===== src/rtl/ntt_stage_controller_pkg.sv =====
// Shared types and stage tables for the NTT/INTT stage sequencer.
// Tables are indexed by the stage level p.
package ntt_stage_controller_pkg;

    localparam int STAGE_CYCLES = 64;

    typedef enum logic [3:0] {
        CONF_IDLE    = 4'b0000,
        CONF_NTT_S0  = 4'b0001,
        CONF_NTT_S1  = 4'b0010,
        CONF_NTT_S2  = 4'b0011,
        CONF_NTT_S3  = 4'b0100,
        CONF_INTT_S0 = 4'b0101,
        CONF_INTT_S1 = 4'b0110,
        CONF_INTT_S2 = 4'b0111,
        CONF_INTT_S3 = 4'b1000
    } conf_t;

    typedef enum logic [1:0] {
        ST_IDLE,
        ST_RUN,
        ST_GAP,
        ST_FIN
    } state_t;

    // Index = p; every row multiplies out to STAGE_CYCLES.
    localparam logic [4:0] K_LAST [4] = '{5'd31, 5'd31, 5'd7, 5'd1};
    localparam logic [5:0] HOLD   [4] = '{6'd2, 6'd2, 6'd8, 6'd32};

    function automatic conf_t stage_conf(input logic mode, input logic [1:0] s);
        return conf_t'(mode ? 4'(s) + 4'd5 : 4'(s) + 4'd1);
    endfunction

    function automatic logic [1:0] stage_p(input logic mode, input logic [1:0] s);
        return mode ? s : 2'd3 - s;
    endfunction

endpackage


===== src/rtl/ntt_stage_controller_stage_k_counter.sv =====
// Twiddle index counter: steps k at the hold rate of level p and
// flags the final valid cycle of the stage.
module ntt_stage_controller_stage_k_counter
    import ntt_stage_controller_pkg::*;
(
    input  logic       clk,
    input  logic       rst,
    input  logic       clear,
    input  logic       en,
    input  logic [1:0] p,
    output logic [4:0] k,
    output logic       stage_last
);

    logic [4:0] hold_cnt;
    logic       hold_end;

    assign hold_end   = hold_cnt == 5'(HOLD[p] - 6'd1);
    assign stage_last = en && hold_end && (k == K_LAST[p]);

    always_ff @(posedge clk or posedge rst) begin
        if (rst) begin
            hold_cnt <= '0;
            k        <= '0;
        end else if (clear || stage_last) begin
            hold_cnt <= '0;
            k        <= '0;
        end else if (en) begin
            if (hold_end) begin
                hold_cnt <= '0;
                k        <= k + 5'd1;
            end else begin
                hold_cnt <= hold_cnt + 5'd1;
            end
        end
    end

endmodule


===== src/rtl/ntt_stage_controller.sv =====
// Sequences the four stages of one 512-point NTT/INTT pass, driving
// conf/k/p to the twiddle address generator with drain gaps between.
module ntt_stage_controller
    import ntt_stage_controller_pkg::*;
#(
    parameter int GAP = 4
) (
    input  logic       clk,
    input  logic       rst,
    input  logic       start,
    input  logic       mode,
    output logic [3:0] conf,
    output logic [4:0] k,
    output logic [1:0] p,
    output logic       valid,
    output logic       busy,
    output logic       done
);

    state_t     state;
    logic [1:0] s_idx;
    logic [3:0] gap_cnt;
    logic       mode_q;
    logic       stage_last;

    ntt_stage_controller_stage_k_counter u_stage_k_counter (
        .clk        (clk),
        .rst        (rst),
        .clear      (state == ST_IDLE),
        .en         (state == ST_RUN),
        .p          (p),
        .k          (k),
        .stage_last (stage_last)
    );

    always_ff @(posedge clk or posedge rst) begin
        if (rst) begin
            state   <= ST_IDLE;
            s_idx   <= '0;
            gap_cnt <= '0;
            mode_q  <= 1'b0;
            conf    <= CONF_IDLE;
            p       <= '0;
            valid   <= 1'b0;
            busy    <= 1'b0;
            done    <= 1'b0;
        end else begin
            unique case (state)
                ST_IDLE: begin
                    done <= 1'b0;
                    if (start) begin
                        state   <= ST_RUN;
                        mode_q  <= mode;
                        s_idx   <= '0;
                        gap_cnt <= '0;
                        conf    <= stage_conf(mode, 2'd0);
                        p       <= stage_p(mode, 2'd0);
                        valid   <= 1'b1;
                        busy    <= 1'b1;
                    end
                end
                ST_RUN: begin
                    if (stage_last) begin
                        state   <= ST_GAP;
                        gap_cnt <= '0;
                        valid   <= 1'b0;
                    end
                end
                ST_GAP: begin
                    gap_cnt <= gap_cnt + 4'd1;
                    if (gap_cnt == 4'(GAP - 1)) begin
                        if (s_idx == 2'd3) begin
                            state <= ST_FIN;
                            conf  <= CONF_IDLE;
                            p     <= '0;
                            busy  <= 1'b0;
                            done  <= 1'b1;
                        end else begin
                            state <= ST_RUN;
                            s_idx <= s_idx + 2'd1;
                            conf  <= stage_conf(mode_q, s_idx + 2'd1);
                            p     <= stage_p(mode_q, s_idx + 2'd1);
                            valid <= 1'b1;
                        end
                    end
                end
                ST_FIN: begin
                    state <= ST_IDLE;
                    done  <= 1'b0;
                end
                default: state <= ST_IDLE;
            endcase
        end
    end

endmodule

===== config.mk =====
export PLATFORM = sky130hd
export DESIGN_NAME = ntt_stage_controller
export DESIGN_NICKNAME = d
export VERILOG_FILES = /design/src/rtl/ntt_stage_controller_pkg.sv /design/src/rtl/ntt_stage_controller_stage_k_counter.sv /design/src/rtl/ntt_stage_controller.sv
export SDC_FILE = /design/constraint.sdc
export NUM_CORES = 1
export LEC_CHECK = 0
export ABC_CLOCK_PERIOD_IN_PS = 2400
export CAP_MARGIN = 20
export CORE_MARGIN = 3
export CORE_UTILIZATION = 50
export DETAILED_ROUTE_END_ITERATION = 12
export GPL_ROUTABILITY_DRIVEN = 0
export HOLD_SLACK_MARGIN = 0.12
export MAX_ROUTING_LAYER = met4
export PLACE_DENSITY = 0.75
export SLEW_MARGIN = 20
export SYNTH_ARGS = -nofsm -noshare
export SYNTH_HDL_FRONTEND = slang
export SYNTH_HIERARCHICAL = 1
export SYNTH_SLANG_ARGS = --single-unit

===== constraint.sdc =====
create_clock -name clk -period 2.4 [get_ports clk]
set_input_delay 0.6 -clock clk [delete_from_list [all_inputs] [get_ports clk]]
set_output_delay 0.6 -clock clk [all_outputs]
set_load 0.02 [all_outputs]

### Word-level counts from Yosys, hierarchy flattened

Cells that the tools add are included.

* reductions and logical operators: 19
* eq/ne operators: 12
* $lt $le $gt $ge: 1
* add/sub/neg operators: 8
* bitwise logic cells: 1
* mux-type cells: 47

Operators by type and width (count)
* $mux 5: 10
* $mux 2: 12
* $mux 4: 6
* $bmux 6 s2: 1
* $pmux 4 s3: 1
* $reduce_and 3->1: 4
* $add 5x1->5 const B: 2
* $bmux 5 s2: 1
* $eq 5x5->1: 2
* $ne 2x2->1 const B: 5
* $mux 1: 8
* $pmux 2 s2: 2
* $pmux 2 s4: 1
* $pmux 4 s2: 1
* $reduce_and 4->1: 2
* $reduce_bool 2->1: 4
* $eq 2x2->1 const B: 3
* $reduce_and 5->1: 1
* $sub 5x1->5 const B: 1
* $add 2x3->4 const B: 1
* $add 4x1->4 const B: 1
* $eq 4x2->1 const B: 1
* $pmux 1 s2: 2
* $reduce_and 2->1: 2
* 13 further kinds: 14

* bits of input ports: 4
* output and inout bits: 14
* bits in registers: 28

### Logic depth before layout (Yosys ltp)

Gate-level depths: netlist (run 1).

* depth in word-level cells: 11
* gate-level depth with buffers: 8

### Cells and area by module

Netlist (run 1), hierarchy kept.

By module, submodules not included
* ntt_stage_controller: cells an instance 103, area an instance 1083.5 µm², times used 1
* ntt_stage_controller_stage_k_counter: cells an instance 70, area an instance 643.1 µm², times used 1

### Worst setup path after synthesis (run 1)

No wires, ideal clock.

* path kind: register to register
* start: reg p[1]
* end: reg gap_cnt[2]
* data arrival time: 2030 ps
* data required time: 2317 ps
* path slack: 288 ps
* cell stages (with the launch flop): 9
* period minus slack after synthesis: 2112 ps
* setup time: 83 ps
* cell sequence: dfrtp_1 -> or2b_1 -> o22ai_1 -> nand4_1 -> nor2_1 -> nor2b_1 -> clkbuf_1 -> or4b_1 -> o21ai_0

* longest elaborated chain between the ends: 10
* elaborated cells on any way between the ends: 14
* those cells by class: 1 x add/sub; 3 x eq/ne; 6 x mux; 1 x bitwise; 3 x reduce/logical

Ends and longest elaborated chain
* from (decl): RTL line ntt_stage_controller.sv:14 `output logic [1:0] p,`
* from (signal assigned): RTL line ntt_stage_controller.sv:57 `p <= stage_p(mode, 2'd0);`
* from (signal assigned): RTL line ntt_stage_controller.sv:82 `p <= stage_p(mode_q, s_idx + 2'd1);`
* $not 2->3 (not written as such) (*): RTL line ntt_stage_controller_stage_k_counter.sv:18, ntt_stage_controller_stage_k_counter.sv:19
* $bmux 6 s2: RTL line ntt_stage_controller_stage_k_counter.sv:18 `assign hold_end = hold_cnt == 5'(HOLD[p] - 6'd1);`
* $mux 5 (not written as such) (2 in series): RTL line ntt_stage_controller_stage_k_counter.sv:18
* $sub 5x1->5: RTL line ntt_stage_controller_stage_k_counter.sv:18
* $eq 5x5->1: RTL line ntt_stage_controller_stage_k_counter.sv:18
* $logic_and 1x1->1: RTL line ntt_stage_controller_stage_k_counter.sv:19 `assign stage_last = en && hold_end && (k == K_LAST[p]);`
* $logic_and 1x1->1 (*): RTL line ntt_stage_controller_stage_k_counter.sv:19
* via stage_last: RTL line ntt_stage_controller.sv:24 `logic stage_last;`
* $ne 2x2->1 (no line) (*)
* $reduce_and 3->1 (no line) (*)
* to (signal assigned): RTL line ntt_stage_controller.sv:70 `gap_cnt <= gap_cnt + 4'd1;`
* to (decl): RTL line ntt_stage_controller.sv:22 `logic [3:0] gap_cnt;`

The timed path passes the listed nets; every way through them passes the cells marked *. The select of a mux whose other input is x is not followed.
A chain may end at the register's enable or synchronous reset.

### Worst setup path in the final report (run 1)

Ends and elaborated chain as after synthesis.

==> results of run 1 <==
## flip-flops by register name, indices dropped and copies added, names as in the netlist
name,cells
done,1
u_stage_k_counter/hold_cnt,5
s_idx,2
gap_cnt,4
busy,1
mode_q,1
u_stage_k_counter/k,5
state,2
conf,4
valid,1
p,2
## worst max-delay path: stages (launching register included)
cell and delay [ns]:
dfrtp_1 0.55, or2b_1 0.26, o22ai_1 0.20, nand4_1 0.16
nor2_1 0.13, nor2b_1 0.14, or4b_1 0.54, o21ai_0 0.17
## power groups by stage
stage,Sequential [mW],Clock [mW],Combinational (mW)
floorplan,0.751,0,0.708
global placement,0.706,0,1.02
detailed placement,0.708,0,1.06
CTS,0.700,0.329,1.07
global route,0.715,0.344,1.18
finish,0.704,0.325,1.07
## how the worst max path moves through the flow
stage	startpoint	end	slack [ns]
after global placement	start	conf[2]$_DFFE_PP0P_	0.13
after detailed placement	start	p[1]$_DFFE_PP0P_	0.03
after CTS	p[1]$_DFFE_PP0P_	gap_cnt[2]$_DFFE_PP0P_	0.22
final	p[1]$_DFFE_PP0P_	gap_cnt[2]$_DFFE_PP0P_	0.18
after floorplan	p[1]$_DFFE_PP0P_	gap_cnt[2]$_DFFE_PP0P_	0.29
after global routing	p[1]$_DFFE_PP0P_	gap_cnt[2]$_DFFE_PP0P_	0.0004
## cells by family after synthesis
family	share of synthesized area
muxes	0.0688
AOI/OAI and AO/OA	0.169
and+or+nand+nor	0.214
DFF	0.406
buffers and inverters	0.0377
xor gates and xnor gates	0.0254
adders and majority gates	0.0797
## routing by layer
metal,share of wire,vias to the layer above,track usage
met3,0.054,8,0.0243
li1,-,666,-
met2,0.48,52,0.308
met4,0.022,0,0.0897
met5,0,-,-
met1,0.45,672,0.242
## Yosys cell counts, drive strengths merged (2+ instances only)
library cell / instances / area share
o2bb2ai: 2 / 0.010
o211ai: 2 / 0.0087
or4b: 3 / 0.017
mux2i: 4 / 0.023
nor2: 11 / 0.024
or2b: 2 / 0.0087
ha: 11 / 0.080
o21ai: 7 / 0.020
nand3b: 5 / 0.022
or2: 2 / 0.0072
nand4: 2 / 0.0072
inv: 11 / 0.024
a2111oi: 2 / 0.014
a41oi: 2 / 0.010
nand2: 11 / 0.024
nor2b: 2 / 0.0072
o22ai: 5 / 0.018
nand3: 8 / 0.023
a211oi: 4 / 0.028
dfrtp: 28 / 0.41
nor3: 5 / 0.014
a21oi: 6 / 0.017
mux2: 7 / 0.046
xnor2: 4 / 0.020
clkbuf: 5 / 0.011
nand2b: 7 / 0.025
## stage by stage
step                      hold WS, ns  power [mW]  instances
after floorplan                 0.440        1.46        173
after global placement          0.490        1.73        232
after detailed placement        0.495        1.77        232
after CTS                       0.525        2.10        236
after global routing            0.531        2.24        236
final                           0.523        2.10        236
## placed cells by master (no fill, tap or decap), types with 2 or more instances in the layout
master / n
a41oi_1: 2
o21ai_0: 7
nand4_1: 2
a211oi_1: 2
nand3b_1: 5
a21oi_1: 6
clkdlybuf4s50_1: 17
nand2_1: 11
inv_1: 11
nor2b_1: 2
o211ai_1: 2
mux2_2: 7
or4b_1: 3
buf_4: 4
nor3_1: 5
dfrtp_1: 28
or2_2: 2
or2b_1: 2
ha_1: 11
nor2_1: 11
mux2i_1: 4
nand2b_1: 7
nand3_1: 8
xnor2_1: 4
o2bb2ai_1: 2
o22ai_1: 5
clkbuf_4: 3
## cell type report
class,instances,area (um2),area share
multi-input combinational,128,961,0.478
clock buffer,3,22.5,0.0112
timing repair buffer,21,200,0.0996
sequential,28,701,0.348
clock inverter,1,30.0,0.0149
inverter,11,41.3,0.0205
tap,44,55.1,0.0274
==> reports/metrics.csv, run 1 <==
metric,value,unit
switching share of power,0.412,
Die X-Extent,64.8,um
fin area,2010,um2
syn_nets,188,
combinational share of power,0.511,
initial antenna violation count,0,
core footprint,3180,um2
Slew HR,0.377,
reg2reg path depth,7,
Synth Flop Type,dfrtp_1,
post-DR wirelength/cell,15.5,um
Setup Total Neg Slack,0,ns
final setup fails,0,
skew final,0.00188,ns
Antenna diodes,0,
worst-path fanout max,9,
PwrDens,1040,nW/um2
die height,64.8,um
share of layout cells above drive strength 1,0.135,
DR iter-0 viols,60,
Int Pwr,1.24,mW
syn_area_per_cell,9.98,um2
Final min period,2.22,ns
CTS sink cnt,28,
Final period util,0.924,
leakage,0.844,nW
die area,4190,um2
post-cts sizing count,0,
CTS tree,yes,
DP Area,1960,um2
CP endpoint kind,flip-flop,
CTS H-Tree Depth,1,
RR Endpoint,gap_cnt[2]$_DFFE_PP0P_,
hold_buf cts,0,
synthesized cell area,1730,um2
Worst-Margin Slew,0.932,ns
hold path start,gap_cnt[0]$_DFFE_PP0P_,
drt pass-1 iters,5,
Sequential Power Share,0.335,
clock root buffer,clkbuf_4,
GRT Total Usage,0.192,
hold path cells,1,
Hold Path Sink,gap_cnt[0]$_DFFE_PP0P_,
Worst Path Required,2.68,ns
Initial Util,0.543,
setup ws final,0.182,ns
Vias/cell,5.92,
Max Slew Vio Count,0,
Final Routed Wirelength,3650,um
# DRC,0,
#FFs+latches synth,28,
RSZ-0062 raised after global routing,no,
clk slew on worst S/H paths,0.16,ns
"Setup Fix Bufs, Post-CTS",0,
Final #Nets,208,
reg2reg start,p[1]$_DFFE_PP0P_,
Max Cap Violations,0,
quantity of I/O buffers inserted on ports,17,
GR Overflow Total,0,
post-synth cell types,44,
post-route ant nets,0,
Synth-to-Final Area Change,16.4,%
type of the most critical hold path,reg -> reg,
vias in the first global route,1371,
Post-synth EDFFs,0,
r2r setup slk,0.18,ns
Mapped Cells,173,
number of fill cells,269,
clock insertion delay at the later pin of the skew report,0.34,ns
clock tree buffer depth,2,
fmax,451,MHz
largest net degree at the start of global routing,19,
Via Count,1398,
P_sw,0.865,mW
status,"complete, no violations",
clock share of power,0.155,
CTS Buf Count,3,
CP arrival,2.50,ns
fin util,0.633,
Final Hold Violating Endpoints,0,
Setup WS pre-CTS,0.0324,ns
VDD IR-drop max,437,uV
sequential area share after synthesis,0.406,
Startpoint Class,flip-flop,
Yosys warnings,6,
io pins,18,
Final HPWL DP,2580,um
asr flop ratio synth,1.00,
Setup CP Type,reg -> reg,
first-pass GRT wire length,6150,um
row count,20,
(Power assumes the default switching activity.)
==> inputs of run 2 (changes only) <==
Settings changed: SLEW_MARGIN 20 to unset.
==> results of run 2 <==
Final layout, timing and power as in run 1 (identical DEF).
==> inputs of run 3 (changes only) <==
Settings changed: GPL_TIMING_DRIVEN set to 0.
==> reports/metrics.csv, run 3 (synthesized netlist as in run 1, its figures left out) <==
metric,value,unit,change
worst-path fanout max,8,,-1
Final Routed Wirelength,3450,um,-5.4%
largest net degree at the start of global routing,19,,unchanged
hold path cells,1,,unchanged
most frequent cells in the layout,"dfrtp_1 (26), clkdlybuf4s50_1 (17)",,
die height,64.8,um,unchanged
Antenna diodes,0,,unchanged
Final period util,0.921,,-0.00315
clock tree buffer depth,2,,unchanged
Multi-input gate area,965,um2,+0.39%
Synth-to-Final Area Change,16.4,%,unchanged
met1 GRT Util,0.246,,+0.00438
clock insertion delay at the later pin of the skew report,0.35,ns,about the same
type of the most critical hold path,reg -> reg,,
die area,4190,um2,unchanged
clock root buffer,clkbuf_4,,
post-DR wirelength/cell,14.5,um,-6.2%
Tot Pwr,2.07,mW,-1.5%
# DRC,0,,unchanged
DR iter-0 viols,89,,+48%
Final Hold Violating Endpoints,0,,unchanged
Initial Util,0.543,,unchanged
io pins,18,,unchanged
status,"complete, no violations",,
busiest layer in global routing,met2,,
Register Area,703,um2,+0.36%
first-pass GRT wire length,5950,um,-3.4%
Worst-Margin Slew,0.711,ns,-0.222 ns
clk slew on worst S/H paths,0.16,ns,about the same
Via Count,1383,,-1.1%
final setup fails,0,,unchanged
Final min period,2.21,ns,-0.00755 ns
Max Cap Violations,0,,unchanged
Setup CP Type,reg -> reg,,
core footprint,3180,um2,unchanged
DP Area,1950,um2,-0.32%
post-route ant nets,0,,unchanged
Max Slew Vio Count,0,,unchanged
Final #Nets,210,,+0.96%
CTS tree,yes,,
CP arrival,2.48,ns,-0.02 ns
leakage,0.834,nW,-1.2%
PwrDens,1030,nW/um2,-1.5%
fmax,452,MHz,+0.34%
Startpoint Class,flip-flop,,
CTS H-Tree Depth,1,,unchanged
quantity of I/O buffers inserted on ports,17,,unchanged
CTS sink cnt,28,,unchanged
RSZ-0062 raised after global routing,no,,
biggest regs,"u_stage_k_counter/hold_cnt (5), u_stage_k_counter/k (5)",,
Vias/cell,5.81,,-1.9%
slowest CP cell,or4b_4,,
skew final,0.0115,ns,+0.00960 ns
"Setup Fix Bufs, Post-CTS",0,,unchanged
GR Overflow Total,0,,unchanged
reg2reg path depth,8,,+1
crit path cell chain,or2_2 -> mux2i_1 -> nand4_1 -> nor2_1 -> nor2b_1 -> clkbuf_1 -> or4b_4 -> o21ai_0,,
GRT Total Usage,0.185,,-0.00727
met2 Use GR,0.289,,-0.0192
drt pass-1 iters,4,,-1
hold_buf cts,0,,unchanged
WHS,0.521,ns,-0.00202 ns
fin area,2010,um2,unchanged
CP endpoint kind,flip-flop,,
share of layout cells above drive strength 1,0.134,,-0.00140
"commonest non-fill, non-tap cell in the layout",dfrtp_1,,
CTS Buf Count,3,,unchanged
Worst Path Required,2.67,ns,about the same
CP max stage delay,0.54,ns,about the same
row count,20,,unchanged
initial antenna violation count,0,,unchanged
Slew HR,0.526,,+0.148
Die X-Extent,64.8,um,unchanged
met3 usage,0.0277,,+0.00347
number of fill cells,289,,+7.4%
vias in the first global route,1299,,-5.3%
VDD IR-drop max,460,uV,+5.2%
Setup Total Neg Slack,0,ns,unchanged
Final HPWL DP,2550,um,-1.3%
==> run 3: repair_timing <==
action / 4_1_cts / 5_1_grt
setup endpoints to repair: 0 / 1
endpoints found under the hold margin: 0 / 0
resized for setup: 0 / 3
==> run 3: where the power goes <==
group | switching (mW) | leakage, nW | internal, mW
Combinational | 0.568 | 0.446 | 0.480
Clock | 0.149 | 0.0279 | 0.169
Sequential | 0.123 | 0.360 | 0.579
Total | 0.840 | 0.834 | 1.23
==> run 3: final cells by class <==
cell class,count,area share
Inverter,11,0.0205
Tap cell,44,0.0274
Timing Repair Buffer,17,0.0846
Clock inverter,1,0.0149
Buffer,6,0.0118
Multi-Input combinational cell,128,0.480
Clock buffer,3,0.0112
Sequential cell,28,0.350
==> run 3: worst max-delay path: cells and delay by family, from the launching register on <==
kind	cells	cell delay, ns
AO/OA/AOI/OAI	1	0.17
multiplexers	1	0.17
buffers and inverters	1	0.19
AND/OR/NAND/NOR	5	1.15
flip-flops	1	0.46
==> run 3: per-stage QoR <==
step | setup WS (ns) | cells | utilization
3_5_place_dp | 0.172 | 234 | 0.614
4_1_cts | 0.124 | 238 | 0.631
5_1_grt | 0.00966 | 238 | 0.633
3_3_place_gp | 0.210 | 234 | 0.614
2_1_floorplan | 0.288 | 173 | -
6_report | 0.189 | 238 | 0.633
==> run 3: final timing paths <==
kind,slack (ns),from,endpoint
setup / recovery,0.19,u_stage_k_counter/k[1]$_DFFE_PP0P_,gap_cnt[2]$_DFFE_PP0P_
hold / removal,0.52,gap_cnt[0]$_DFFE_PP0P_,gap_cnt[0]$_DFFE_PP0P_
setup reg to reg,0.19,u_stage_k_counter/k[1]$_DFFE_PP0P_,gap_cnt[2]$_DFFE_PP0P_
hold reg to reg,0.52,gap_cnt[0]$_DFFE_PP0P_,gap_cnt[0]$_DFFE_PP0P_
max in group asynchronous,1.24,rst,p[1]$_DFFE_PP0P_
min in group asynchronous,0.54,rst,u_stage_k_counter/hold_cnt[2]$_DFFE_PP0P_
==> run 3: metal layers <==
metal	wire length, um	share of wire	vias to the layer above
met1	1640	0.48	676
met2	1660	0.48	29
li1	-	-	674
met3	108	0.031	4
met5	0	0	-
met4	45	0.013	0
==> RTL change 1: new RTL, settings of run 3 <==
Re-encode `state_t` (4 states) as one-hot, 4 bits wide.
--- a/src/rtl/ntt_stage_controller_pkg.sv
+++ b/src/rtl/ntt_stage_controller_pkg.sv
@@ -18,7 +18,7 @@
 
-    typedef enum logic [1:0] {
-        ST_IDLE,
-        ST_RUN,
-        ST_GAP,
-        ST_FIN
+    typedef enum logic [3:0] {
+        ST_IDLE = 4'b0001,
+        ST_RUN  = 4'b0010,
+        ST_GAP  = 4'b0100,
+        ST_FIN  = 4'b1000
     } state_t;
Check against the original RTL: same outputs for any inputs over 10 cycles, from zero or initial values and one cycle with rst high; not proved beyond that.
==> RTL change 1 against run 3 <==
Sequential cell count rose by 2. Die area up 4.5%. Wire length grew 11%. Area after synthesis rose by 4.9%. Setup slack worse by 0.14 ns. Critical path depth is 1 lower. Final area increased by 6.7%. Largest cell class unchanged.
Power is not compared: it rests on default switching activity, and its combinational part moved more than twofold at a synthesized area within 25%.
==> RTL change 1: results (changes against run 3) <==
pwr:
  vdd_drop_max_uv: 262
  leakage_uw: 0.00108
routing:
  drtIter0Drc: 70  # was 89
  routed_wl_um: 3830  # was 3450 um
  drtPass1Iterations: 4  # unchanged
  vias_per_cell: 5.94  # was 5.81
grt:
  antenna_found_initial: 0  # unchanged
  grt_start_max_net_pins: 21  # was 19
  grt_pass1_vias: 1491  # was 1,299
  track_usage: 0.210  # was 0.185
  grt_pass1_wl_um: 6890  # was 5950 um
setup_path:
  cpPeakStageDelay_ns: 0.60  # was 0.54 ns
  cp_slowest_cell: "or4b_4"  # unchanged
  crit_start: "state[3]"  # was u_stage_k_counter/k[1]
  crit_path_max_fanout: 8  # unchanged
  timing.rr.start: "state[3]"  # was u_stage_k_counter/k[1]
logic_synthesis:
  async_flop_share: 1.00  # unchanged
  synth.distinct_cells: 62  # was 44
  ys_top_cells_by_area: "dfrtp_1 40%, ha_1 4.8%, inv_1 3.9%"  # was dfrtp_1 41%, ha_1 8.0%, mux2_2 4.6%
  syn_nets: 194  # was 188
  synthTopCellsByCount: "29 x dfrtp_1, 19 x inv_1, 10 x nor2_1"  # was 28 x dfrtp_1, 11 x ha_1, 11 x inv_1, 11 x nand2_1, 11 x nor2_1
  yosysSeqAreaShare: 0.415  # was 0.406
  yosysWarningCount: 6  # unchanged
clock_tree:
  cts_buffers: 5  # was 3
  cts_max_path_buffers: 2  # unchanged
  clkLatencyLatePin_ns: 0.33  # was 0.35 ns
  cts.clk_slew.worst_paths_ns: 0.10  # was 0.16 ns
  cts_htree_levels: 2  # was 1
  cts-root-buf: "clkbuf_4"  # unchanged
place:
  pre_cts_slack_ns: -0.318  # was 0.172 ns
  port-buffer-count: 17  # unchanged
  post-dp-hpwl_um: 2790  # was 2550 um
finish:
  n_fill_cell: 284  # was 289
  drive_gt1_frac: 0.153  # was 0.134
  nets: 219  # was 210
  largest_registers: "u_stage_k_counter/hold_cnt (5), u_stage_k_counter/k (5)"  # unchanged
  num_antenna_cells: 0  # unchanged
worst_hold_path:
  hold_class: "reg -> reg"  # unchanged
  hp-start: "conf[1]"  # was gap_cnt[0]
status:
  status: "finished clean"  # unchanged
timing:
  tightest_slew_ns: 0.779  # was 0.711 ns
  fin_skew_ns: 0.0114  # was 0.0115 ns
==> RTL change 1: changes by cell type in the layout (fill, tap and decap cells not counted), sizes merged, moves of 4 or more <==
cell,delta
nor3b,+4
mux2,-5
ha,-4
nand3b,-5
inv,+8
buf,+4
nand2b,-5
==> RTL change 1: metal layers <==
layer / GRT usage / wire (um) / share of wire
met1: 0.258 / 1790 / 0.47
met2: 0.346 / 1890 / 0.49
met3: 0.0459 / 119 / 0.031
met4: 0.0660 / 35 / 0.0091
met5: - / 0 / 0
==> RTL change 1: final cells by class <==
cell class	instances	share of cell area
Sequential cell	30	0.350
Clock inverter	1	0.00233
Inverter	20	0.0373
Multi-Input combinational cell	124	0.445
Buffer	9	0.0297
Clock buffer	7	0.0257
Tap cell	46	0.0268
Timing Repair Buffer	18	0.0828
==> RTL change 1: power by group <==
group	switching, uW	internal, uW
logic	19.8	10.4
clock network	174	142
registers	2.31	507
==> RTL change 1: what timing repair did <==
action,4_1_cts,5_1_grt
endpoints found under the setup margin,8,7
resized for setup,4,7
cloned,0,0
setup buffers,0,1
endpoints found under the hold margin,0,0
pin swaps,1,1
==> RTL change 1: cell families (layout without fill, tap and decap cells) <==
| group | Yosys count | in the layout | share of synthesized area |
|---|---|---|---|
| fa+ha+maj | 7 | 7 | 0.0483 |
| flops | 30 | 30 | 0.415 |
| mux | 5 | 5 | 0.0290 |
| compound gates | 43 | 43 | 0.187 |
| xor+xnor | 7 | 7 | 0.0338 |
| buf+inv | 29 | 55 | 0.0760 |
| simple gates | 62 | 62 | 0.211 |
==> RTL change 1: final timing paths <==
path,endpoint,slack [ns],cells past startpoint
max in group asynchronous,conf[3],1.16,2
setup reg to reg,u_stage_k_counter/k[4],0.05,7
min in group asynchronous,u_stage_k_counter/k[3],0.58,2
hold / removal,conf[1],0.51,1
setup / recovery,u_stage_k_counter/k[4],0.05,7
hold reg to reg,conf[1],0.51,1
==> RTL change 1: worst max-delay path: cells and delay by family, from the launching register on <==
family / cells / cell delay [ns]
AO/OA/AOI/OAI: 1 / 0.25
flip-flops: 1 / 0.39
buffers and inverters: 3 / 0.58
AND/OR/NAND/NOR: 3 / 1.02
==> RTL change 1: through the flow <==
stage	utilization	area (sq um)	cells	setup TNS, ns	hold WS (ns)
detailed placement	0.599	2050	246	-1.49	0.485
global placement	0.599	2050	246	-0.879	0.481
global route	0.628	2150	255	-0.0490	0.539
CTS	0.623	2130	254	0	0.512
finish	0.628	2150	255	0	0.511
floorplan	-	1820	183	0	0.440
==> RTL change 2: new RTL, flow settings as in run 3 <==
Made on the original files. Reset style: synchronous (`rst`), changed in 2 clocked blocks.
--- a/src/rtl/ntt_stage_controller_stage_k_counter.sv
+++ b/src/rtl/ntt_stage_controller_stage_k_counter.sv
@@ -20,3 +20,3 @@
 
-    always_ff @(posedge clk or posedge rst) begin
+    always_ff @(posedge clk) begin
         if (rst) begin
--- a/src/rtl/ntt_stage_controller.sv
+++ b/src/rtl/ntt_stage_controller.sv
@@ -35,3 +35,3 @@
 
-    always_ff @(posedge clk or posedge rst) begin
+    always_ff @(posedge clk) begin
         if (rst) begin
Behaviour: differs if rst is asserted again (counterexample within 4 cycles, from zero or initial values and one cycle with rst high); with rst held inactive, the same outputs for 10 cycles.
==> RTL change 2 against run 3 <==
Wire length fell by 5.2%. Final area shrank 7.7%. Count of clock-buffer cells in the layout unchanged. Area after synthesis fell by 10%. Setup slack worse by 0.075 ns. Sequential cell count stayed put. Maximum frequency is 3.3% lower. Critical path depth down 1. Via count rose by 0.94%. Die area fell by 9.4%. Core utilization rose by 1.8 points. Highest routed layer unchanged.
Power is not compared: it rests on default switching activity, and its combinational part moved more than twofold at a synthesized area within 25%.
==> RTL change 2: results (changes against run 3) <==
status:
  status: "finished clean"  # unchanged
pwr:
  leakage_uw: 0.000646
  p_int_uw: 800
  vdd_drop_max_uv: 676
logic_synthesis:
  syn_nets: 192  # was 188
  async_flop_share: 0  # was 1.00
  synthTopCellsByCount: "28 x dfxtp_1, 15 x a21oi_1, 13 x nor2_1"  # was 28 x dfrtp_1, 11 x ha_1, 11 x inv_1, 11 x nand2_1, 11 x nor2_1
  synthFlopType: "dfxtp_1"  # was dfrtp_1
  yosysWarningCount: 6  # unchanged
  synth.distinct_cells: 40  # was 44
  yosysSeqAreaShare: 0.362  # was 0.406
  ys_top_cells_by_area: "dfxtp_1 36%, ha_1 8.9%, a21oi_1 4.8%"  # was dfrtp_1 41%, ha_1 8.0%, mux2_2 4.6%
routing:
  drtPass1Iterations: 4  # unchanged
  vias_per_cell: 6.04  # was 5.81
  routed_wl_um: 3270  # was 3450 um
  drtIter0Drc: 97  # was 89
finish:
  num_antenna_cells: 0  # unchanged
  largest_registers: "u_stage_k_counter/hold_cnt (5), u_stage_k_counter/k (5)"  # unchanged
  n_fill_cell: 234  # was 289
  nets: 216  # was 210
  drive_gt1_frac: 0.120  # was 0.134
place:
  post-dp-hpwl_um: 2390  # was 2550 um
  pre_cts_slack_ns: -0.268  # was 0.172 ns
  port-buffer-count: 17  # unchanged
clock_tree:
  clkLatencyLatePin_ns: 0.33  # was 0.35 ns
  cts_max_path_buffers: 2  # unchanged
  cts.clk_slew.worst_paths_ns: 0.15
  cts_htree_levels: 1  # unchanged
  cts_buffers: 3  # unchanged
  cts-root-buf: "clkbuf_4"  # unchanged
setup_path:
  cpPeakStageDelay_ns: 0.55
  cp.arrival_ns: 2.51  # was 2.48 ns
  cp_slowest_cell: "or4b_4"  # unchanged
  crit_start: "u_stage_k_counter/hold_cnt[1]"  # was u_stage_k_counter/k[1]
  r2r_setup_slack_ns: 0.11  # was 0.19 ns
  rr_worst_depth: 7  # was 8
  crit_path_max_fanout: 6  # was 8
  reg2reg_to: "gap_cnt[2]"  # unchanged
  cp_top_family: "simple AND/OR/NAND/NOR gates"  # unchanged
worst_hold_path:
  hp-start: "conf[1]"  # was gap_cnt[0]
  hold_class: "reg -> reg"  # unchanged
  min_to: "conf[1]"  # was gap_cnt[0]
  whs_path_depth: 2  # was 1
grt:
  grt_pass1_wl_um: 5570  # was 5950 um
  track_usage: 0.197  # was 0.185
  antenna_found_initial: 0  # unchanged
  grt_start_max_net_pins: 17  # was 19
  grt_pass1_vias: 1254  # was 1,299
timing:
  tightest_slew_ns: 0.611  # was 0.711 ns
  drv_slew: 0  # unchanged
  fin_skew_ns: 0.00198  # was 0.0115 ns
-- RTL change 2: timing repair --
action                                  4_1_cts  5_1_grt
gates resized for setup                       6        4
setup buffers                                 1        1
pin swaps                                     0        2
endpoints found under the setup margin        7        6
-- RTL change 2: cells by family (layout without fill, tap and decap cells) --
kind of cell / count (synthesis) / after routing / synth area share
AO/OA/AOI/OAI: 44 / 44 / 0.208
XOR/XNOR: 6 / 6 / 0.0339
adder cells (fa/ha/maj): 11 / 11 / 0.0889
buffers and inverters: 13 / 36 / 0.0315
flip-flops: 28 / 28 / 0.362
multiplexers: 2 / 2 / 0.0129
AND/OR/NAND/NOR: 73 / 73 / 0.263
-- RTL change 2: worst max path at each step --
stage | endpoint | slack (ns)
after floorplan | gap_cnt[2] | 0.005
after CTS | gap_cnt[0] | 0.03
final | gap_cnt[2] | 0.11
after global routing | gap_cnt[2] | -0.002
after detailed placement | gap_cnt[2] | -0.27
after global placement | gap_cnt[2] | -0.27
-- RTL change 2: power groups by stage --
stage,sequential (uW),clock (uW),combinational [uW]
floorplan,555,0,190
global placement,533,0,303
detailed placement,535,0,309
CTS,526,323,319
global route,531,337,358
finish,526,309,323
-- RTL change 2: routing by layer --
metal / vias up / GRT usage / part of all wire
met5: - / - / 0
met4: 0 / 0.0515 / 0.0070
met3: 2 / 0.0482 / 0.046
met2: 39 / 0.311 / 0.50
met1: 645 / 0.250 / 0.44
li1: 710 / - / -
-- RTL change 2: cell type report --
cell class | instances | share of cell area
Sequential cell | 28 | 0.304
Clock buffer | 3 | 0.0121
Timing Repair Buffer | 19 | 0.0998
Clock inverter | 1 | 0.0162
Tap cell | 31 | 0.0209
Multi-Input combinational cell | 136 | 0.519
Inverter | 8 | 0.0162
Buffer | 5 | 0.0121
-- RTL change 2: worst reg2reg max path: stages (launching register included) --
cell	delay [ns]
dfxtp_1	0.38
or4b_4	0.55
a221o_2	0.39
a21oi_4	0.14
nor2b_2	0.10
or3_4	0.36
o21ai_0	0.17
a21oi_1	0.08
-- RTL change 2: through the flow --
step	hold slack (ns)	std cells	instance area (sq um)
3_3_place_gp	0.442	225	1770
5_1_grt	0.485	231	1860
4_1_cts	0.470	230	1840
6_report	0.464	231	1860
2_1_floorplan	0.449	177	1560
3_5_place_dp	0.450	225	1770
